## src/rtl/mem_port_pkg.sv

```systemverilog
// mem_port_pkg: shared types, response codes and byte-strobe mask helper for mem_port_ctrl
package mem_port_pkg;
  typedef enum logic {CMD_RD = 1'b0, CMD_WR = 1'b1} cmd_e;
  typedef enum logic [1:0] {SZ_B, SZ_H, SZ_W, SZ_D} size_e;
  typedef enum logic {ST_IDLE, ST_WDATA} state_e;
  localparam logic RESP_OK = 1'b0;
  localparam logic RESP_ERR = 1'b1;
  function automatic logic [7:0] strb_mask(input logic [1:0] size, input logic [2:0] ofs);
    logic [15:0] m;
    m = ((16'd1 << (4'd1 << size)) - 16'd1) << ofs;
    return m[7:0];
  endfunction
endpackage

```

## src/rtl/mem_port_rdq.sv

```systemverilog
// mem_port_rdq: synchronous read-data FIFO, no push-to-head bypass
module mem_port_rdq #(
  parameter int WIDTH = 33,
  parameter int DEPTH = 4
) (
  input  logic             clk,
  input  logic             rst,
  input  logic             push,
  input  logic             pop,
  input  logic [WIDTH-1:0] din,
  output logic             full,
  output logic             empty,
  output logic [WIDTH-1:0] head
);
  localparam int AW = $clog2(DEPTH);
  logic [WIDTH-1:0] mem [DEPTH];
  logic [AW:0] wp, rp;
  always_ff @(posedge clk)
    if (rst) begin
      wp <= '0;
      rp <= '0;
    end else begin
      if (push && !full) begin
        mem[wp[AW-1:0]] <= din;
        wp <= wp + 1'b1;
      end
      if (pop && !empty) rp <= rp + 1'b1;
    end
  assign empty = wp == rp;
  assign full = (wp[AW] != rp[AW]) && (wp[AW-1:0] == rp[AW-1:0]);
  assign head = mem[rp[AW-1:0]];
endmodule

```

## src/rtl/mem_port_ctrl.sv

```systemverilog
// mem_port_ctrl: core split bus to single-port RAM strobes; MEM_PORT_CTRL_ALIGN_CHK_EN enables alignment-error responses
module mem_port_ctrl
  import mem_port_pkg::*;
#(
  parameter int p_ADDR_BITS = 32,
  parameter int p_DATA_BITS = 32,
  parameter int p_STRB_BITS = p_DATA_BITS / 8,
  parameter int p_RAM_LAT = 1,
  parameter int p_RDQ_DEPTH = 4
) (
  input  logic                                        clk,
  input  logic                                        rst,
  input  logic [p_ADDR_BITS-1:0]                      mem_addr,
  input  logic                                        mem_cmd,
  input  logic [1:0]                                  mem_size,
  input  logic                                        mem_valid,
  output logic                                        mem_ready,
  output logic                                        mem_r_valid,
  input  logic                                        mem_r_ready,
  output logic [p_DATA_BITS-1:0]                      mem_r_data,
  output logic                                        mem_r_resp,
  input  logic                                        mem_w_valid,
  output logic                                        mem_w_ready,
  input  logic [p_STRB_BITS-1:0]                      mem_w_strb,
  input  logic [p_DATA_BITS-1:0]                      mem_w_data,
  output logic                                        mem_w_resp,
  output logic                                        rden,
  output logic                                        wren,
  output logic [p_ADDR_BITS-$clog2(p_STRB_BITS)-1:0]  addr,
  output logic [p_STRB_BITS-1:0]                      wrstrb,
  output logic [p_DATA_BITS-1:0]                      wrdata,
  input  logic [p_DATA_BITS-1:0]                      rddata
);
  localparam int OFS = $clog2(p_STRB_BITS);
  localparam int CW = $clog2(p_RDQ_DEPTH + 1);
  state_e state;
  logic [CW-1:0] credit;
  logic [p_ADDR_BITS-1:0] lat_addr, eff_addr;
  logic [1:0] lat_size, eff_size;
  logic [p_RAM_LAT-1:0] vld_sr, err_sr;
  logic rd_acc, wr_acc, w_fire, pop, ill, q_full, q_empty, q_err;
  logic [7:0] mask;
  logic [p_DATA_BITS:0] q_head;
  assign eff_addr = state == ST_WDATA ? lat_addr : mem_addr;
  assign eff_size = state == ST_WDATA ? lat_size : mem_size;
  assign mem_ready = state == ST_IDLE && credit < CW'(p_RDQ_DEPTH) && !q_full && !rst;
  assign rd_acc = mem_valid && mem_ready && mem_cmd == CMD_RD;
  assign wr_acc = mem_valid && mem_ready && mem_cmd == CMD_WR;
  assign mem_w_ready = (wr_acc || state == ST_WDATA) && !rst;
  assign w_fire = mem_w_valid && mem_w_ready;
  assign rden = rd_acc && !ill;
  assign wren = w_fire && !ill;
  assign addr = eff_addr[p_ADDR_BITS-1:OFS];
  assign mask = strb_mask(eff_size, 3'(eff_addr[OFS-1:0]));
  assign wrstrb = mem_w_strb & mask[p_STRB_BITS-1:0];
  assign wrdata = mem_w_data;
  assign pop = mem_r_valid && mem_r_ready;
  assign mem_r_valid = !q_empty;
  assign mem_r_data = q_head[p_DATA_BITS-1:0];
  assign mem_r_resp = q_head[p_DATA_BITS];
  assign q_err = err_sr[p_RAM_LAT-1];
`ifdef MEM_PORT_CTRL_ALIGN_CHK_EN
  logic [3:0] sb;
  assign sb = 4'd1 << eff_size;
  assign ill = ((4'(eff_addr[OFS-1:0]) & (sb - 4'd1)) != 4'd0) || (int'(sb) > p_STRB_BITS);
  always_ff @(posedge clk) mem_w_resp <= !rst && w_fire && ill;
`else
  assign ill = 1'b0;
  assign mem_w_resp = RESP_OK;
`endif
  always_ff @(posedge clk)
    if (rst) begin
      state <= ST_IDLE;
      credit <= '0;
      vld_sr <= '0;
      err_sr <= '0;
    end else begin
      state <= state == ST_IDLE ? (wr_acc && !mem_w_valid ? ST_WDATA : ST_IDLE) : (mem_w_valid ? ST_IDLE : ST_WDATA);
      if (wr_acc) begin
        lat_addr <= mem_addr;
        lat_size <= mem_size;
      end
      credit <= credit + CW'(rd_acc) - CW'(pop);
      vld_sr <= p_RAM_LAT'({vld_sr, rd_acc});
      err_sr <= p_RAM_LAT'({err_sr, rd_acc && ill});
    end
  mem_port_rdq #(.WIDTH(p_DATA_BITS + 1), .DEPTH(p_RDQ_DEPTH)) u_rdq (
    .clk(clk),
    .rst(rst),
    .push(vld_sr[p_RAM_LAT-1]),
    .pop(pop),
    .din({q_err, rddata & {p_DATA_BITS{!q_err}}}),
    .full(q_full),
    .empty(q_empty),
    .head(q_head)
  );
endmodule

```

## config.mk

```make
export PLATFORM = sky130hd
export DESIGN_NAME = mem_port_ctrl
export DESIGN_NICKNAME = d
export VERILOG_FILES = /design/src/rtl/mem_port_pkg.sv /design/src/rtl/mem_port_rdq.sv /design/src/rtl/mem_port_ctrl.sv
export SDC_FILE = /design/constraint.sdc
export NUM_CORES = 1
export LEC_CHECK = 0
export CAP_MARGIN = 30
export CORE_ASPECT_RATIO = 2
export CORE_MARGIN = 3
export CORE_UTILIZATION = 35
export CTS_BUF_LIST = sky130_fd_sc_hd__clkbuf_8
export CTS_CLUSTER_SIZE = 30
export DETAILED_ROUTE_END_ITERATION = 6
export GPL_ROUTABILITY_DRIVEN = 1
export PLACE_DENSITY = 0.62
export SYNTH_ARGS = -nofsm -noshare
export SYNTH_HDL_FRONTEND = slang
export SYNTH_SLANG_ARGS = --single-unit
```

## constraint.sdc

```tcl
create_clock -name clk -period 5.4 [get_ports clk]
set_input_delay 1.08 -clock clk [delete_from_list [all_inputs] [get_ports clk]]
set_output_delay 1.08 -clock clk [all_outputs]
set_load 0.02 [all_outputs]
```

==> results of run 1 <==
-- worst max path at each step --
| stage | cells after the start | to | slack, ns |
|---|---|---|---|
| final | 6 | rden | 1.16 |
| after global routing | 6 | rden | 1.05 |
| after CTS | 6 | rden | 1.08 |
| after detailed placement | 6 | rden | 1.08 |
| after global placement | 6 | rden | 1.11 |
| after floorplan | 4 | lat_addr[0] | 1.98 |
-- worst reg2reg max path, delay by kind of cell (launching register included) --
family / cells / cell delay (ns)
AOI/OAI and AO/OA: 1 / 0.66
xor gates and xnor gates: 3 / 0.56
and+or+nand+nor: 2 / 0.25
DFF: 1 / 0.54
adders and majority gates: 2 / 0.63
-- per-stage QoR --
stage	hold slack [ns]	setup WS (ns)	total power, mW	std cells	area [um2]
after floorplan	0.506	1.98	1.91	388	7220
after global placement	0.537	1.11	2.10	750	8720
after detailed placement	0.550	1.08	2.11	750	8720
after CTS	0.575	1.08	2.98	782	9100
after global routing	0.602	1.05	3.08	782	9100
final	0.568	1.16	2.93	782	9100
-- placed cells by master (no fill, tap or decap), types with 3 or more instances in the layout --
cell type / synthesis / routed
dfxtp_2: 0 / 3
nand3_1: 7 / 7
mux2_2: 30 / 30
nor3b_1: 5 / 5
nor2b_1: 4 / 4
mux4_2: 32 / 32
inv_1: 9 / 9
clkbuf_8: 0 / 17
dfxtp_1: 13 / 10
nand2_1: 6 / 6
and3_1: 3 / 3
o211ai_1: 3 / 3
ha_1: 7 / 7
clkdlybuf4s50_1: 0 / 146
nand4_1: 4 / 4
xnor2_1: 4 / 4
o31ai_1: 3 / 3
mux2i_1: 3 / 3
a21oi_1: 6 / 6
o21ai_0: 5 / 5
inv_8: 0 / 5
edfxtp_1: 162 / 162
and2_2: 0 / 4
clkinv_4: 0 / 3
nor2_1: 4 / 3
inv_6: 0 / 3
-- logic make-up (layout without fill, tap and decap cells) --
group                      Yosys count  after routing  share of synthesized area (%)
DFF                                175            175                           71.0
muxes                               65             65                           15.1
buffers and inverters               57            189                           4.84
and+or+nand+nor                     46             46                           3.71
AOI/OAI and AO/OA                   27             27                           2.48
adders and majority gates            8              8                           1.49
xor gates and xnor gates             8              8                           1.28
other                                1              2                         0.0520
-- area by class of cell --
class	count	share of cell area, %
clock inverter	15	1.59
sequential	175	56.4
timing repair buffer	148	16.2
tap	262	3.60
inverter	9	0.371
multi-input combinational	156	19.3
clock buffer	17	2.57
-- per-layer routing --
| layer | GRT usage (%) | share of wire, % | wire (um) |
|---|---|---|---|
| met4 | 4.40 | 1.3 | 195 |
| met5 | 0 | 0 | 0 |
| met3 | 4.48 | 6.7 | 974 |
| met1 | 14.2 | 36 | 5230 |
| met2 | 24.5 | 56 | 8100 |
-- state kept, by name (all words and copies together) (netlist names), named ones only --
name,cells
lat_size,2
u_rdq.rp,3
credit,3
u_rdq.mem,128
u_rdq.wp,3
state,1
lat_addr,32
vld_sr,1
-- where the power goes --
| group | switching (mW) | total (mW) | internal, mW |
|---|---|---|---|
| Clock | 0.516 | 0.858 | 0.343 |
| Sequential | 0.0280 | 1.54 | 1.52 |
| Combinational | 0.245 | 0.528 | 0.283 |
==> results.sh, run 1 <==
export IMPL_status="completed"
export IMPL_min_to="credit[2]"
export IMPL_cp_num_buf_inv=3
export IMPL_n_antenna_cell=0
export IMPL_critPathTopFamily="buffers and inverters"
export IMPL_clk_path_buf_depth=2
export IMPL_clock_skew_ns=0.0109
export IMPL_drc=0
export IMPL_ys_warn_count=0
export IMPL_ys_ff_latch=175
export IMPL_slew_headroom_pct=35.5
export IMPL_wl_per_cell_um=18.5
export IMPL_rr_worst_depth=8
export IMPL_synth_area_top_cells="edfxtp_1 67%, mux4_2 10%, mux2_2 4.7%, dfxtp_1 3.6%, buf_4 3.5%"
export IMPL_synth_most_common_cell="edfxtp_1"
export IMPL_synthCells=387
export IMPL_r2r_start="u_rdq.wp[1]"
export IMPL_avgSynthCellArea_um2=18.6
export IMPL_grt_max_degree=42
export IMPL_setup_viol=0
export IMPL_path_clk_slew_ns=0.10
export IMPL_max_freq_mhz=236
export IMPL_r2r_end="credit[2]"
export IMPL_worst_pin_slew_ns=0.965
export IMPL_ys_top_cells_by_count="162 x edfxtp_1, 34 x buf_4, 32 x mux4_2"
export IMPL_hold_path_class="reg2reg"
export IMPL_die_height_um=209
export IMPL_cts_hold_buffers=0
export IMPL_synth_edf_count=162
export IMPL_synth_area_mm2=0.00721
export IMPL_layout_drive_gt1_share_pct=20.6
export IMPL_dr_total_vias=3845
export IMPL_seq_area_frac_synth_pct=71.0
export IMPL_crit_path_end_kind="output pin"
export IMPL_grt_pass1_wl_um=23100
export IMPL_routed_wl_um=14500
export IMPL_cts_resized=0
export IMPL_crit_chain="clkdlybuf4s50_1 -> buf_4 -> nor3_1 -> o31ai_1 -> nor3b_1 -> clkdlybuf4s50_1"
export IMPL_crit_top_cell="clkdlybuf4s50_1"
export IMPL_required_ns=4.32
export IMPL_h_tree_depth=4
export IMPL_critPathMaxFanout=16
export IMPL_io_pins=213
export IMPL_insertion_delay_ns=0.45
export IMPL_tns_ns=0
export IMPL_holdPathStages=2
export IMPL_yosysUniqueCellTypes=43
export IMPL_portBuffers=146
export IMPL_antenna_found_initial=0
export IMPL_finalWeightedCongestion=0.730
export IMPL_die_x_um=108
export IMPL_hpwl_um=9790
export IMPL_row_count=73
export IMPL_synth_ff_type="edfxtp_1"
export IMPL_drtIter0Drc=165
export IMPL_crit_path_top_delay_cell="clkdlybuf4s50_1"
export IMPL_r2r_setup_slack_ns=2.67
export IMPL_powerDensity_mw_per_mm2=322
export IMPL_cts_root_buffer="clkbuf_8"
export IMPL_grt_pass1_vias=4285
export IMPL_cts_buffers=17
export IMPL_syn_to_final_growth_pct=26.2
export IMPL_cts_setup_buffers=0
export IMPL_core_area_mm2=0.0201
export IMPL_async_reset_ff_share_pct=0
export IMPL_cp_start_kind="primary input"
export IMPL_rsz0062_at_grt="false"
export IMPL_drv_cap=0
export IMPL_grt_overflow=0
export IMPL_critPathLaunch="rst"
export IMPL_path_class="in2out"
export IMPL_post_route_period_util_pct=78.5
export IMPL_finalHoldViolCount=0
export IMPL_cts_sinks=175
export IMPL_start_util_pct=35.9
export IMPL_first_pass_iters=4
export IMPL_min_from="credit[2]"
export IMPL_maxSlewViolCount=0
export IMPL_drtAntennaViolNets=0
export IMPL_multi_input_comb_area_mm2=0.00176
export IMPL_viasPerCell=4.92
export IMPL_ir_drop_uv=149
export IMPL_fillers=1824
export IMPL_arrival_ns=3.16
export IMPL_leakage_nw=2.90
export IMPL_synth_top_area_share_pct=67.4
export IMPL_utilization_pct=45.3
export IMPL_layout_nets=623
export IMPL_cts_tree="done"
export IMPL_crit_path_max_incr_delay_ns=0.71
export IMPL_yosysTopAreaCell="edfxtp_1"
export IMPL_grt_use_total_pct=13.4
export IMPL_fin_crit_ns=4.24
export IMPL_fp_dieArea_mm2=0.0225
export IMPL_seqCellArea_mm2=0.00513
(Power assumes the default switching activity.)
==> inputs of run 2 (changes only) <==
==> constraint.sdc (replaced) <==
create_clock -name clk -period 4.36 [get_ports clk]
set_input_delay 0.872 -clock clk [delete_from_list [all_inputs] [get_ports clk]]
set_output_delay 0.872 -clock clk [all_outputs]
set_load 0.02 [all_outputs]
==> results.sh, run 2 (synthesized netlist as in run 1, its figures left out) <==
export IMPL_drtIter0Drc=152
export IMPL_finalHoldViolCount=0
export IMPL_grt_use_total_pct=13.4
export IMPL_path_clk_slew_ns=0.09
export IMPL_io_pins=213
export IMPL_cts_sinks=175
export IMPL_layout_drive_gt1_share_pct=20.2
export IMPL_ir_drop_uv=238
export IMPL_grt_use_met3_pct=5.19
export IMPL_cts_buffers=17
export IMPL_largest_register_ff_count=128
export IMPL_arrival_ns=2.85
export IMPL_final_cell_mix="162 x edfxtp_1, 146 x clkdlybuf4s50_1, 32 x mux4_2"
export IMPL_drv_cap=0
export IMPL_clock_skew_ns=0.0169
export IMPL_hold_path_class="reg2reg"
export IMPL_maxSlewViolCount=0
export IMPL_grt_pass1_wl_um=23000
export IMPL_min_from="u_rdq.rp[2]"
export IMPL_grt_overflow=0
export IMPL_r2r_setup_slack_ns=1.64
export IMPL_worst_pin_slew_ns=0.963
export IMPL_start_util_pct=35.9
export IMPL_critPathLaunch="rst"
export IMPL_cts_setup_buffers=0
export IMPL_drc=0
export IMPL_met2_usage_pct=24.1
export IMPL_die_x_um=108
export IMPL_critPathMaxFanout=15
export IMPL_fillers=1795
export IMPL_crit_top_cell="clkdlybuf4s50_1"
export IMPL_crit_path_end_kind="output pin"
export IMPL_setup_viol=0
export IMPL_drtAntennaViolNets=0
export IMPL_cts_resized=0
export IMPL_post_route_period_util_pct=85.3
export IMPL_clk_path_buf_depth=2
export IMPL_grt_util_met1_pct=13.9
export IMPL_grt_max_degree=42
export IMPL_r2r_start="u_rdq.wp[1]"
export IMPL_required_ns=3.49
export IMPL_fp_dieArea_mm2=0.0225
export IMPL_layout_commonest_cell="edfxtp_1"
export IMPL_tns_ns=0
export IMPL_powerDensity_mw_per_mm2=409
export IMPL_row_count=73
export IMPL_core_area_mm2=0.0201
export IMPL_wl_per_cell_um=18.3
export IMPL_finalWeightedCongestion=0.721
export IMPL_grt_pass1_vias=4334
export IMPL_syn_to_final_growth_pct=26.7
export IMPL_crit_path_top_delay_cell="clkdlybuf4s50_1"
export IMPL_antenna_found_initial=0
export IMPL_max_freq_mhz=269
export IMPL_path_class="in2out"
export IMPL_grt_busiest_layer="met2"
export IMPL_leakage_nw=2.92
export IMPL_insertion_delay_ns=0.44
export IMPL_h_tree_depth=4
export IMPL_power_mw=3.74
export IMPL_cts_root_buffer="clkbuf_8"
export IMPL_cts_hold_buffers=0
export IMPL_slew_headroom_pct=35.6
export IMPL_viasPerCell=4.96
export IMPL_die_height_um=209
export IMPL_portBuffers=146
export IMPL_routed_wl_um=14300
export IMPL_crit_path_max_incr_delay_ns=0.64
export IMPL_cts_tree="done"
export IMPL_hpwl_um=9700
export IMPL_rsz0062_at_grt="false"
export IMPL_fin_crit_ns=3.72
export IMPL_crit_chain="clkdlybuf4s50_1 -> buf_4 -> nor4bb_1 -> o31ai_1 -> a21boi_0 -> clkdlybuf4s50_1"
export IMPL_cp_start_kind="primary input"
export IMPL_dr_total_vias=3876
export IMPL_layout_nets=623
export IMPL_first_pass_iters=4
export IMPL_status="completed"
## run 2: cell count changes in the layout (fill, tap and decap cells not counted)
cell and change:
inv_1 +1, clkinv_4 -2, bufinv_16 +3, clkinv_8 -1, diode_2 +1, clkinvlp_4 -1, inv_8 -4, inv_6 +3
## run 2: path summary, 6_finish.rpt
| path | end | cells after the start |
|---|---|---|
| setup / recovery | wren | 6 |
| hold / removal | u_rdq.rp[2] | 2 |
| setup reg to reg | credit[2] | 8 |
| hold reg to reg | u_rdq.rp[2] | 2 |
## run 2: area by class of cell
type / count / area [um2] / area share (%)
Antenna cell: 1 / 2.50 / 0.0274
Timing Repair Buffer: 148 / 1480 / 16.2
Multi-Input combinational cell: 156 / 1760 / 19.2
Tap cell: 262 / 328 / 3.59
Clock inverter: 14 / 179 / 1.96
Inverter: 9 / 33.8 / 0.370
Sequential cell: 175 / 5130 / 56.1
Clock buffer: 17 / 234 / 2.56
## run 2: per-stage QoR
step	instance area, um2	worst slack (ns)	std cells	utilization (%)	hold WS [ns]
after floorplan	7220	1.14	388	-	0.506
after global placement	8720	0.619	750	43.4	0.536
after detailed placement	8720	0.621	750	43.4	0.556
after CTS	9140	0.597	781	45.5	0.570
after global routing	9140	0.446	781	45.5	0.601
final	9140	0.639	782	45.5	0.570
## run 2: critical path, delay by kind of cell
kind | cells | cell delay, ns
simple gates | 1 | 0.27
buf+inv | 3 | 1.30
compound gates | 2 | 0.40
## run 2: routing by layer
| layer | up-vias | wire length [um] |
|---|---|---|
| met5 | - | 0 |
| met4 | 0 | 240 |
| met3 | 17 | 1010 |
| met2 | 173 | 7830 |
| met1 | 1952 | 5220 |
| li1 | 1734 | - |
## run 2: power by group
part           switching (mW)  internal, mW  total, mW
sequential             0.0350          1.88       1.91
clock                   0.594         0.577       1.17
combinational           0.303         0.351      0.653
total                   0.931          2.80       3.74
